## src/rtl/sbox_fwd_word.sv

```systemverilog
// Forward AES S-box on every byte of a word, elastic valid/ready pipeline.
// SBOX_FWD_MID_PIPE_EN adds a register between GF(2^4) inversion and the bottom linear layer (S=2).

// Top linear layer plus GF(2^4) inversion; the inverse nibble and the
// linear terms reused by the bottom multiplications are exported.
module sbox_fwd_top (
  input  logic [7:0]  x_i,
  output logic [3:0]  inv_o,
  output logic [17:0] lin_o
);
  logic u0, u1, u2, u3, u4, u5, u6, u7;
  logic t1, t2, t3, t4, t5, t6, t7, t8, t9, t10, t11, t12, t13, t14;
  logic t15, t16, t17, t18, t19, t20, t21, t22, t23, t24, t25, t26, t27;
  logic m1, m2, m3, m4, m5, m6, m7, m8, m9, m10, m11, m12, m13, m14, m15;
  logic m16, m17, m18, m19, m20, m21, m22, m23, m24, m25, m26, m27, m28;
  logic m29, m30, m31, m32, m33, m34, m35, m36, m37, m38, m39, m40;

  assign {u0, u1, u2, u3, u4, u5, u6, u7} = x_i;

  assign t1  = u0 ^ u3;   assign t2  = u0 ^ u5;   assign t3  = u0 ^ u6;
  assign t4  = u3 ^ u5;   assign t5  = u4 ^ u6;   assign t6  = t1 ^ t5;
  assign t7  = u1 ^ u2;   assign t8  = u7 ^ t6;   assign t9  = u7 ^ t7;
  assign t10 = t6 ^ t7;   assign t11 = u1 ^ u5;   assign t12 = u2 ^ u5;
  assign t13 = t3 ^ t4;   assign t14 = t6 ^ t11;  assign t15 = t5 ^ t11;
  assign t16 = t5 ^ t12;  assign t17 = t9 ^ t16;  assign t18 = u3 ^ u7;
  assign t19 = t7 ^ t18;  assign t20 = t1 ^ t19;  assign t21 = u6 ^ u7;
  assign t22 = t7 ^ t21;  assign t23 = t2 ^ t22;  assign t24 = t2 ^ t10;
  assign t25 = t20 ^ t17; assign t26 = t3 ^ t16;  assign t27 = t1 ^ t12;

  assign m1  = t13 & t6;  assign m2  = t23 & t8;  assign m3  = t14 ^ m1;
  assign m4  = t19 & u7;  assign m5  = m4 ^ m1;   assign m6  = t3 & t16;
  assign m7  = t22 & t9;  assign m8  = t26 ^ m6;  assign m9  = t20 & t17;
  assign m10 = m9 ^ m6;   assign m11 = t1 & t15;  assign m12 = t4 & t27;
  assign m13 = m12 ^ m11; assign m14 = t2 & t10;  assign m15 = m14 ^ m11;
  assign m16 = m3 ^ m2;   assign m17 = m5 ^ t24;  assign m18 = m8 ^ m7;
  assign m19 = m10 ^ m15; assign m20 = m16 ^ m13; assign m21 = m17 ^ m15;
  assign m22 = m18 ^ m13; assign m23 = m19 ^ t25; assign m24 = m22 ^ m23;
  // GF(2^4) inversion core
  assign m25 = m22 & m20; assign m26 = m21 ^ m25; assign m27 = m20 ^ m21;
  assign m28 = m23 ^ m25; assign m29 = m28 & m27; assign m30 = m26 & m24;
  assign m31 = m20 & m23; assign m32 = m27 & m31; assign m33 = m27 ^ m25;
  assign m34 = m21 & m22; assign m35 = m24 & m34; assign m36 = m24 ^ m25;
  assign m37 = m21 ^ m29; assign m38 = m32 ^ m33; assign m39 = m23 ^ m30;
  assign m40 = m35 ^ m36;

  assign inv_o = {m40, m39, m38, m37};
  assign lin_o = {t6, t8, u7, t16, t9, t17, t15, t27, t10, t13, t23, t19,
                  t3, t22, t20, t1, t4, t2};
endmodule

// Bottom multiplications and output linear layer (affine constant folded into xnors).
module sbox_fwd_bot (
  input  logic [3:0]  inv_i,
  input  logic [17:0] lin_i,
  output logic [7:0]  y_o
);
  logic m37, m38, m39, m40, m41, m42, m43, m44, m45;
  logic t6, t8, u7, t16, t9, t17, t15, t27, t10, t13, t23, t19, t3, t22, t20, t1, t4, t2;
  logic m46, m47, m48, m49, m50, m51, m52, m53, m54, m55, m56, m57, m58, m59, m60, m61, m62, m63;
  logic l0, l1, l2, l3, l4, l5, l6, l7, l8, l9, l10, l11, l12, l13, l14;
  logic l15, l16, l17, l18, l19, l20, l21, l22, l23, l24, l25, l26, l27, l28, l29;
  logic s0, s1, s2, s3, s4, s5, s6, s7;

  assign {m40, m39, m38, m37} = inv_i;
  assign {t6, t8, u7, t16, t9, t17, t15, t27, t10, t13, t23, t19,
          t3, t22, t20, t1, t4, t2} = lin_i;

  assign m41 = m38 ^ m40; assign m42 = m37 ^ m39; assign m43 = m37 ^ m38;
  assign m44 = m39 ^ m40; assign m45 = m42 ^ m41;

  assign m46 = m44 & t6;  assign m47 = m40 & t8;  assign m48 = m39 & u7;
  assign m49 = m43 & t16; assign m50 = m38 & t9;  assign m51 = m37 & t17;
  assign m52 = m42 & t15; assign m53 = m45 & t27; assign m54 = m41 & t10;
  assign m55 = m44 & t13; assign m56 = m40 & t23; assign m57 = m39 & t19;
  assign m58 = m43 & t3;  assign m59 = m38 & t22; assign m60 = m37 & t20;
  assign m61 = m42 & t1;  assign m62 = m45 & t4;  assign m63 = m41 & t2;

  assign l0  = m61 ^ m62; assign l1  = m50 ^ m56; assign l2  = m46 ^ m48;
  assign l3  = m47 ^ m55; assign l4  = m54 ^ m58; assign l5  = m49 ^ m61;
  assign l6  = m62 ^ l5;  assign l7  = m46 ^ l3;  assign l8  = m51 ^ m59;
  assign l9  = m52 ^ m53; assign l10 = m53 ^ l4;  assign l11 = m60 ^ l2;
  assign l12 = m48 ^ m51; assign l13 = m50 ^ l0;  assign l14 = m52 ^ m61;
  assign l15 = m55 ^ l1;  assign l16 = m56 ^ l0;  assign l17 = m57 ^ l1;
  assign l18 = m58 ^ l8;  assign l19 = m63 ^ l4;  assign l20 = l0 ^ l1;
  assign l21 = l1 ^ l7;   assign l22 = l3 ^ l12;  assign l23 = l18 ^ l2;
  assign l24 = l15 ^ l9;  assign l25 = l6 ^ l10;  assign l26 = l7 ^ l9;
  assign l27 = l8 ^ l10;  assign l28 = l11 ^ l14; assign l29 = l11 ^ l17;

  assign s0 = l6 ^ l24;     assign s1 = ~(l16 ^ l26);
  assign s2 = ~(l19 ^ l28); assign s3 = l6 ^ l21;
  assign s4 = l20 ^ l22;    assign s5 = l25 ^ l29;
  assign s6 = ~(l13 ^ l27); assign s7 = ~(l6 ^ l23);

  assign y_o = {s0, s1, s2, s3, s4, s5, s6, s7};
endmodule

module sbox_fwd_word #(
  parameter int NBYTES = 4
) (
  input  logic                clk,
  input  logic                rst,
  input  logic                in_valid,
  output logic                in_ready,
  input  logic [8*NBYTES-1:0] in_data,
  input  logic                in_last,
  output logic                out_valid,
  input  logic                out_ready,
  output logic [8*NBYTES-1:0] out_data,
  output logic                out_last,
  output logic                busy
);
  logic [NBYTES-1:0][3:0]  inv;
  logic [NBYTES-1:0][17:0] lin;
  logic [NBYTES-1:0][7:0]  data_d;
  logic [NBYTES-1:0][7:0]  data_q;
  logic                    last_q, vout_q;
  logic                    rdy_out;

  assign rdy_out   = !vout_q | out_ready;
  assign out_valid = vout_q;
  assign out_data  = data_q;
  assign out_last  = last_q;

`ifdef SBOX_FWD_MID_PIPE_EN
  logic [NBYTES-1:0][3:0]  inv_q;
  logic [NBYTES-1:0][17:0] lin_q;
  logic                    vmid_q, lmid_q;

  assign in_ready = !vmid_q | rdy_out;
  assign busy     = vmid_q | vout_q;

  for (genvar k = 0; k < NBYTES; k++) begin : g_lane
    sbox_fwd_top u_top (.x_i(in_data[8*k +: 8]), .inv_o(inv[k]), .lin_o(lin[k]));
    sbox_fwd_bot u_bot (.inv_i(inv_q[k]), .lin_i(lin_q[k]), .y_o(data_d[k]));
  end

  always_ff @(posedge clk) begin
    if (rst) begin
      vmid_q <= 1'b0;
      lmid_q <= 1'b0;
      inv_q  <= '0;
      lin_q  <= '0;
      vout_q <= 1'b0;
      last_q <= 1'b0;
      data_q <= '0;
    end else begin
      if (in_ready) vmid_q <= in_valid;
      if (in_valid && in_ready) begin
        inv_q  <= inv;
        lin_q  <= lin;
        lmid_q <= in_last;
      end
      if (rdy_out) vout_q <= vmid_q;
      if (vmid_q && rdy_out) begin
        data_q <= data_d;
        last_q <= lmid_q;
      end
    end
  end
`else
  assign in_ready = rdy_out;
  assign busy     = vout_q;

  for (genvar k = 0; k < NBYTES; k++) begin : g_lane
    sbox_fwd_top u_top (.x_i(in_data[8*k +: 8]), .inv_o(inv[k]), .lin_o(lin[k]));
    sbox_fwd_bot u_bot (.inv_i(inv[k]), .lin_i(lin[k]), .y_o(data_d[k]));
  end

  always_ff @(posedge clk) begin
    if (rst) begin
      vout_q <= 1'b0;
      last_q <= 1'b0;
      data_q <= '0;
    end else begin
      if (rdy_out) vout_q <= in_valid;
      // payload only moves on an accepted transfer, so idle in_data never reaches out_data
      if (in_valid && rdy_out) begin
        data_q <= data_d;
        last_q <= in_last;
      end
    end
  end
`endif
endmodule

```

## config.mk

```make
export PLATFORM = sky130hd
export DESIGN_NAME = sbox_fwd_word
export DESIGN_NICKNAME = d
export VERILOG_FILES = /design/src/rtl/sbox_fwd_word.sv
export SDC_FILE = /design/constraint.sdc
export NUM_CORES = 1
export LEC_CHECK = 0
export CAP_MARGIN = 0
export CORE_MARGIN = 2
export CORE_UTILIZATION = 44
export DETAILED_ROUTE_END_ITERATION = 10
export GPL_TIMING_DRIVEN = 0
export HOLD_SLACK_MARGIN = 0.02
export PLACE_DENSITY = 0.75
export SETUP_SLACK_MARGIN = 0.4
export SLEW_MARGIN = 20
export SYNTH_ARGS = -nofsm -noshare
export SYNTH_HDL_FRONTEND = slang
export SYNTH_SLANG_ARGS = --single-unit
```

## constraint.sdc

```tcl
create_clock -name clk -period 10.3 [get_ports clk]
set_clock_uncertainty 0.05 [all_clocks]
set_input_delay 1.03 -clock clk [delete_from_list [all_inputs] [get_ports clk]]
set_output_delay 1.03 -clock clk [all_outputs]
set_load 0.03 [all_outputs]
```

---- Word level (Yosys, flattened, before mapping) ----
Index checks and enable logic that the tools add are counted.
word-level totals
  bits in registers ....................... 34
  input port bits ......................... 37
  word-level logic and storage cells ...... 537
operators by class
  bitwise operators ....................... 529
  reductions and logical operators ........ 2
operator list
  cell               number
  bitwise XOR 1 bit  376
  bitwise AND 1 bit  136
  inverter 1 bit     16
  logical AND 1 bit  1
  logical NOT 1 bit  1
  bitwise OR 1 bit   1

---- Logic depth before layout (Yosys ltp) ----
  word-level depth ........................ 17
  mapped depth ............................ 20
  mapped depth without buffers ............ 17

---- Cells and area by module ----
A second synthesis with hierarchy kept.
unflattened totals
  cell total of the unflattened synthesis .. 1,064
  area, all modules ....................... 8,866.0 sq um
by module, submodules not included
  module         times used  cells each  area each (sq um)  seq. area each (sq um)
  sbox_fwd_top   4           106         944.7              0.0
  sbox_fwd_bot   4           121         864.6              0.0
  sbox_fwd_word  1           156         1,629.1            680.7

---- Worst setup path before layout ----
No wires, ideal clock.
  path type ............................... input -> register
  start point ............................. in in_data[23]
  end point ............................... reg data_q, in the netlist out_data[20]
  setup time .............................. 0.086 ns
  arrival ................................. 5.063 ns
  path slack .............................. 5.102 ns
  stages .................................. 17
  buffers on the path ..................... 3
  cell sequence ........................... buf_2 > xnor2_1 > buf_1 > xor2_1 > xnor2_1 > ha_1 > a21boi_0 > a211o_1 > a211oi_2 > or2_1 > buf_2 > xnor3_1 > or3_1 > o211ai_1 > xor3_1 > xnor2_1 > a211oi_1
between the ends
  word-level cells in the longest chain between the ends .. 16
  elaborated cells on any way between the ends .. 72
  those cells by class .................... 72 x bitwise
RTL lines
  item                                                           line    RTL
  start, declared                                                104     input logic [8*NBYTES-1:0] in_data,
  bitwise XOR 1 bit                                              20      assign t1 = u0 ^ u3; assign t2 = u0 ^ u5; assign t3 = u0 ^ u6;
  bitwise XOR 1 bit (on tied branches)                           21, 24
  bitwise XOR 1 bit (tied with other cells)                      24      assign t13 = t3 ^ t4; assign t14 = t6 ^ t11; assign t15 = t5 ^ t11;
  bitwise XOR 1 bit (tied with other cells)                      30      assign m1 = t13 & t6; assign m2 = t23 & t8; assign m3 = t14 ^ m1;
  bitwise XOR 1 bit (on tied branches)                           35, 34
  bitwise XOR 1 bit                                              36      assign m19 = m10 ^ m15; assign m20 = m16 ^ m13; assign m21 = m17 ^ m15;
  bitwise AND 1 bit / bitwise XOR 1 bit (equally long branches)  39, 37
  bitwise XOR 1 bit (on tied branches)                           39, 37
  bitwise AND 1 bit (tied with other cells)                      40      assign m28 = m23 ^ m25; assign m29 = m28 & m27; assign m30 = m26 & m24;
  bitwise XOR 1 bit (on tied branches)                           43, 44
  bitwise XOR 1 bit                                              69      assign m44 = m39 ^ m40; assign m45 = m42 ^ m41;
  bitwise AND 1 bit                                              74      assign m55 = m44 & t13; assign m56 = m40 & t23; assign m57 = m39 & t19;
  bitwise XOR 1 bit                                              79      assign l3 = m47 ^ m55; assign l4 = m54 ^ m58; assign l5 = m49 ^ m61;
  bitwise XOR 1 bit                                              80      assign l6 = m62 ^ l5; assign l7 = m46 ^ l3; assign l8 = m51 ^ m59;
  bitwise XOR 1 bit                                              85      assign l21 = l1 ^ l7; assign l22 = l3 ^ l12; assign l23 = l18 ^ l2;
  bitwise XOR 1 bit (*)                                          90      assign s2 = ~(l19 ^ l28); assign s3 = l6 ^ l21;
  end signal, assigned                                           178     data_q <= data_d;
  end, declared                                                  115     logic [NBYTES-1:0][7:0] data_q;
Mark *: on every way between the ends. The rest lies on a longest branch, timed or not.
A chain may end at the register's enable or synchronous reset.

---- Final worst setup path ----
  start point ............................. in in_data[23]
  end point ............................... reg data_q, in the netlist out_data[18]
between the ends
  word-level cells in the longest chain between the ends .. 16
  elaborated cells on any way between the ends .. 80
  those cells by class .................... 80 x bitwise
RTL lines
  item                                                           line    RTL
  bitwise XOR 1 bit                                              20
  bitwise XOR 1 bit (on tied branches)                           21, 24
  bitwise XOR 1 bit (tied with other cells)                      23      assign t10 = t6 ^ t7; assign t11 = u1 ^ u5; assign t12 = u2 ^ u5;
  bitwise AND 1 bit (tied with other cells)                      34      assign m13 = m12 ^ m11; assign m14 = t2 & t10; assign m15 = m14 ^ m11;
  bitwise XOR 1 bit (on tied branches)                           34, 35
  bitwise XOR 1 bit                                              36
  bitwise XOR 1 bit / bitwise AND 1 bit (equally long branches)  37, 39
  bitwise XOR 1 bit (tied with other cells)                      40
  bitwise AND 1 bit (tied with other cells)                      40
  bitwise XOR 1 bit (on tied branches)                           43, 44
  bitwise XOR 1 bit (on tied branches)                           68, 69
  bitwise XOR 1 bit (tied with other cells)                      69
  bitwise AND 1 bit (tied with other cells)                      76      assign m61 = m42 & t1; assign m62 = m45 & t4; assign m63 = m41 & t2;
  bitwise XOR 1 bit (on tied branches)                           80, 81
  bitwise XOR 1 bit (on tied branches)                           86, 87
  bitwise XOR 1 bit (*)                                          91      assign s4 = l20 ^ l22; assign s5 = l25 ^ l29;
Marked as above.

==> key figures <==
Clock network
  • TritonCTS clock tree: done
  • Library cell used as clock root buffer: clkbuf_16
  • Total CTS buffers: 5
  • Later-pin clock latency in the skew report: 0.27 ns
  • Buffer depth of the longest clock path: 2
  • Count of hold buffers inserted by post-cts repair: 0
  • CTS resizes: 0
  • Count of buffers added by post-CTS timing repair for setup: 0
  • H-tree depth reported by CTS: 2
  • Clock edge transition at the registers on the reported setup and hold paths: approximately 0.050 ns
  • Number of sinks handled by clock tree synthesis: 34

Drt
  • Pre-antenna DRT Iters: 7
  • Final WL: 25.1 mm
  • Total number of vias: 8763
  • Number of violations reported at the end of detailed-routing iteration 0: 1033
  • DRT antenna net count: 0
  • Via count normalized by instance count: between 6 and 7
  • Drc violations: 0
  • Final routed wire length divided by cell count: about 17 µm

Worst setup path
  • Worst reg2reg endpoint: out_data[28]$_SDFFE_PP0P_
  • Worst setup path endpoint: out_data[18]$_SDFFE_PP0P_
  • Crit start category: input pin
  • Start of the worst register-to-register path: busy$_SDFFE_PP0N_
  • Arrival time of the worst setup path: 6.52 ns
  • Class of the most critical setup path: in2reg
  • R2R cell count: 6
  • Critical Path Fanout Max: 10
  • Worst Setup End Kind: flop
  • WP data required: around 10 ns
  • Worst reg2reg setup slack: 8.37 ns
  • Launching element of the worst setup path: in_data[23]

STA
  • Clock period minus worst slack: around 6.4 ns
  • Achievable Freq: between 0.15 and 0.2 GHz
  • Max-Slew Margin vs Limit: 32.3%
  • Slack of the critical path: 3.92 ns
  • Number of hold violations in the final report: 0
  • Final setup TNS: 0 ns
  • Pins over their slew limit: 0
  • Part of the cycle the worst path needs: 61.9%
  • RSZ-0062 raised after global routing: false
  • Total setup violations reported at the end of the flow: 0
  • Worst Max-Slew Pin Slew: 1.01 ns
  • Post-route worst hold slack: 0.399 ns

Place
  • Final RePlAce weighted congestion: just over 1
  • Number of cells in the design after placement: about 1400
  • Worst slack at placement: 3.81 ns
  • DP HPWL: 19.6 mm
  • Port Buf Inserts: 52

Min path
  • Cell depth of the worst hold path: 2
  • Hold Path Class: reg2reg

Run
  • MaxCap Viol Count: 0

Floorplan
  • Num ports: 73
  • Die Area: between 20000 and 25000 µm²
  • Number of placement rows: 51
  • Overall die height: 144 µm
  • Area inside the core boundary: 19300 µm²
  • Starting Density: ~45%
  • Horizontal die dimension: around 140 µm

Yosys
  • Post-Synthesis Mean Instance Area: 7.61 µm²
  • Mapped Area: 8610 µm²
  • Main synth FF type: dfxtp_1
  • Share of synthesized registers carrying an async set or reset: 0%
  • YS warnings: 0
  • Post-synth EDFFs: 0
  • Synthesized instance count: 1131
  • Share of synthesized area occupied by flip-flops and latches: 7.90%
  • Flip-flop and latch count after synthesis: 34
  • Library cells used by synthesis: 90
  • Post-Synthesis Net Count: 1176

Layout
  • Most frequent standard cell in the layout excluding fill and tap cells: xnor2_1
  • Share of final-layout standard cells stronger than drive strength 1: slightly below 9%
  • Layout overhead on the synthesized area: 11.7%
  • Final cell count without fillers: 1456
  • Final #Nets: ~1200
  • Most used cells in the layout excluding fill and tap cells: 151 x xnor2_1, 103 x nand2_1, 97 x nor2_1
  • Ant diodes: 0

Global routing
  • Remaining global-route overflow: 0
  • Number of antenna violations at the first check in global routing: 0
  • Pin count of the biggest net entering global routing: 12
  • All-Layer GR Usage: 24.0%
  • Via count of the first global-routing pass: 7993
  • Global-route wire length before repair: 40.8 mm

Run status
  • Result of the run: finished, final reports clean
==> metal layers <==
layer  vias to the layer above  wire length, µm  part of all wire [%]  GRT usage (%)
met5                         -                0                     0              0
met4                         0              716                   2.9           7.17
met3                        64             1830                   7.3           3.30
met2                       405            11100                    44           37.9
met1                      4097            11500                    46           33.9
li1                       4197                -                     -              -
==> state kept, by name, indices dropped and copies added, names as in the netlist <==
| name | flops |
|---|---|
| busy | 1 |
| out_last | 1 |
| out_data | 32 |
==> cell usage after synthesis (10+ instances only) <==
master | count | area [µm²]
o22ai_1 | 26 | 163
mux2i_1 | 24 | 240
o21ai_0 | 76 | 380
xnor3_1 | 28 | 631
nand2_1 | 103 | 387
o211ai_1 | 12 | 90.1
xor2_1 | 65 | 569
buf_2 | 29 | 145
xnor2_2 | 18 | 293
xnor2_1 | 151 | 1320
nor2_1 | 97 | 364
a21o_1 | 10 | 75.1
inv_1 | 20 | 75.1
a21oi_1 | 77 | 385
dfxtp_1 | 34 | 681
nand3_1 | 28 | 140
a211oi_1 | 31 | 233
clkbuf_1 | 38 | 143
nor3_1 | 29 | 145
==> critical path, cell delays in order <==
cell and delay, ns:
clkdlybuf4s50_1 0.48, buf_2 0.25, xnor2_1 0.17, buf_1 0.48, xor2_1 0.45, xnor2_1 0.25, ha_1 0.35, nor3b_1 0.28
o211ai_1 0.19, o211a_1 0.19, nor2_1 0.18, clkbuf_1 0.41, nand2_1 0.22, o221ai_1 0.22, o21ai_0 0.14, a2bb2oi_1 0.43
xor2_1 0.30, xnor2_1 0.13, xnor2_1 0.13, a211oi_1 0.22
==> layout make-up <==
type	instances	area, µm²
tap	265	332
inverter	20	75.1
clock buffer	6	139
buffer	84	403
sequential	34	681
timing repair buffer	52	520
multi-input combinational	993	7450
fill	1915	9720
clock inverter	2	12.5
==> cells by family after synthesis <==
logic type,Yosys count,share of synthesized area (%)
xor gates and xnor gates,274,36.1
AOI/OAI and AO/OA,343,26.9
muxes,26,3.05
buffers and inverters,104,5.55
adders and majority gates,12,1.64
DFF,34,7.90
and+or+nand+nor,338,18.9
==> worst min-delay path by stage <==
| stage | startpoint | endpoint |
|---|---|---|
| floorplan | out_data[14]$_SDFFE_PP0P_ | out_data[14]$_SDFFE_PP0P_ |
| global placement | out_data[9]$_SDFFE_PP0P_ | out_data[9]$_SDFFE_PP0P_ |
| detailed placement | out_data[9]$_SDFFE_PP0P_ | out_data[9]$_SDFFE_PP0P_ |
| CTS | out_data[9]$_SDFFE_PP0P_ | out_data[9]$_SDFFE_PP0P_ |
| global route | out_last$_SDFFE_PP0P_ | out_last$_SDFFE_PP0P_ |
| finish | out_data[9]$_SDFFE_PP0P_ | out_data[9]$_SDFFE_PP0P_ |
==> per-stage QoR <==
stage	cell area, µm²	util, %
floorplan	8610	-
global placement	9460	48.9
detailed placement	9460	48.9
CTS	9610	49.7
global route	9610	49.7
finish	9610	49.7
Power is left out: the tool's default activity adds up to more than one toggle a clock period on the data nets, which glitch-free logic cannot reach.
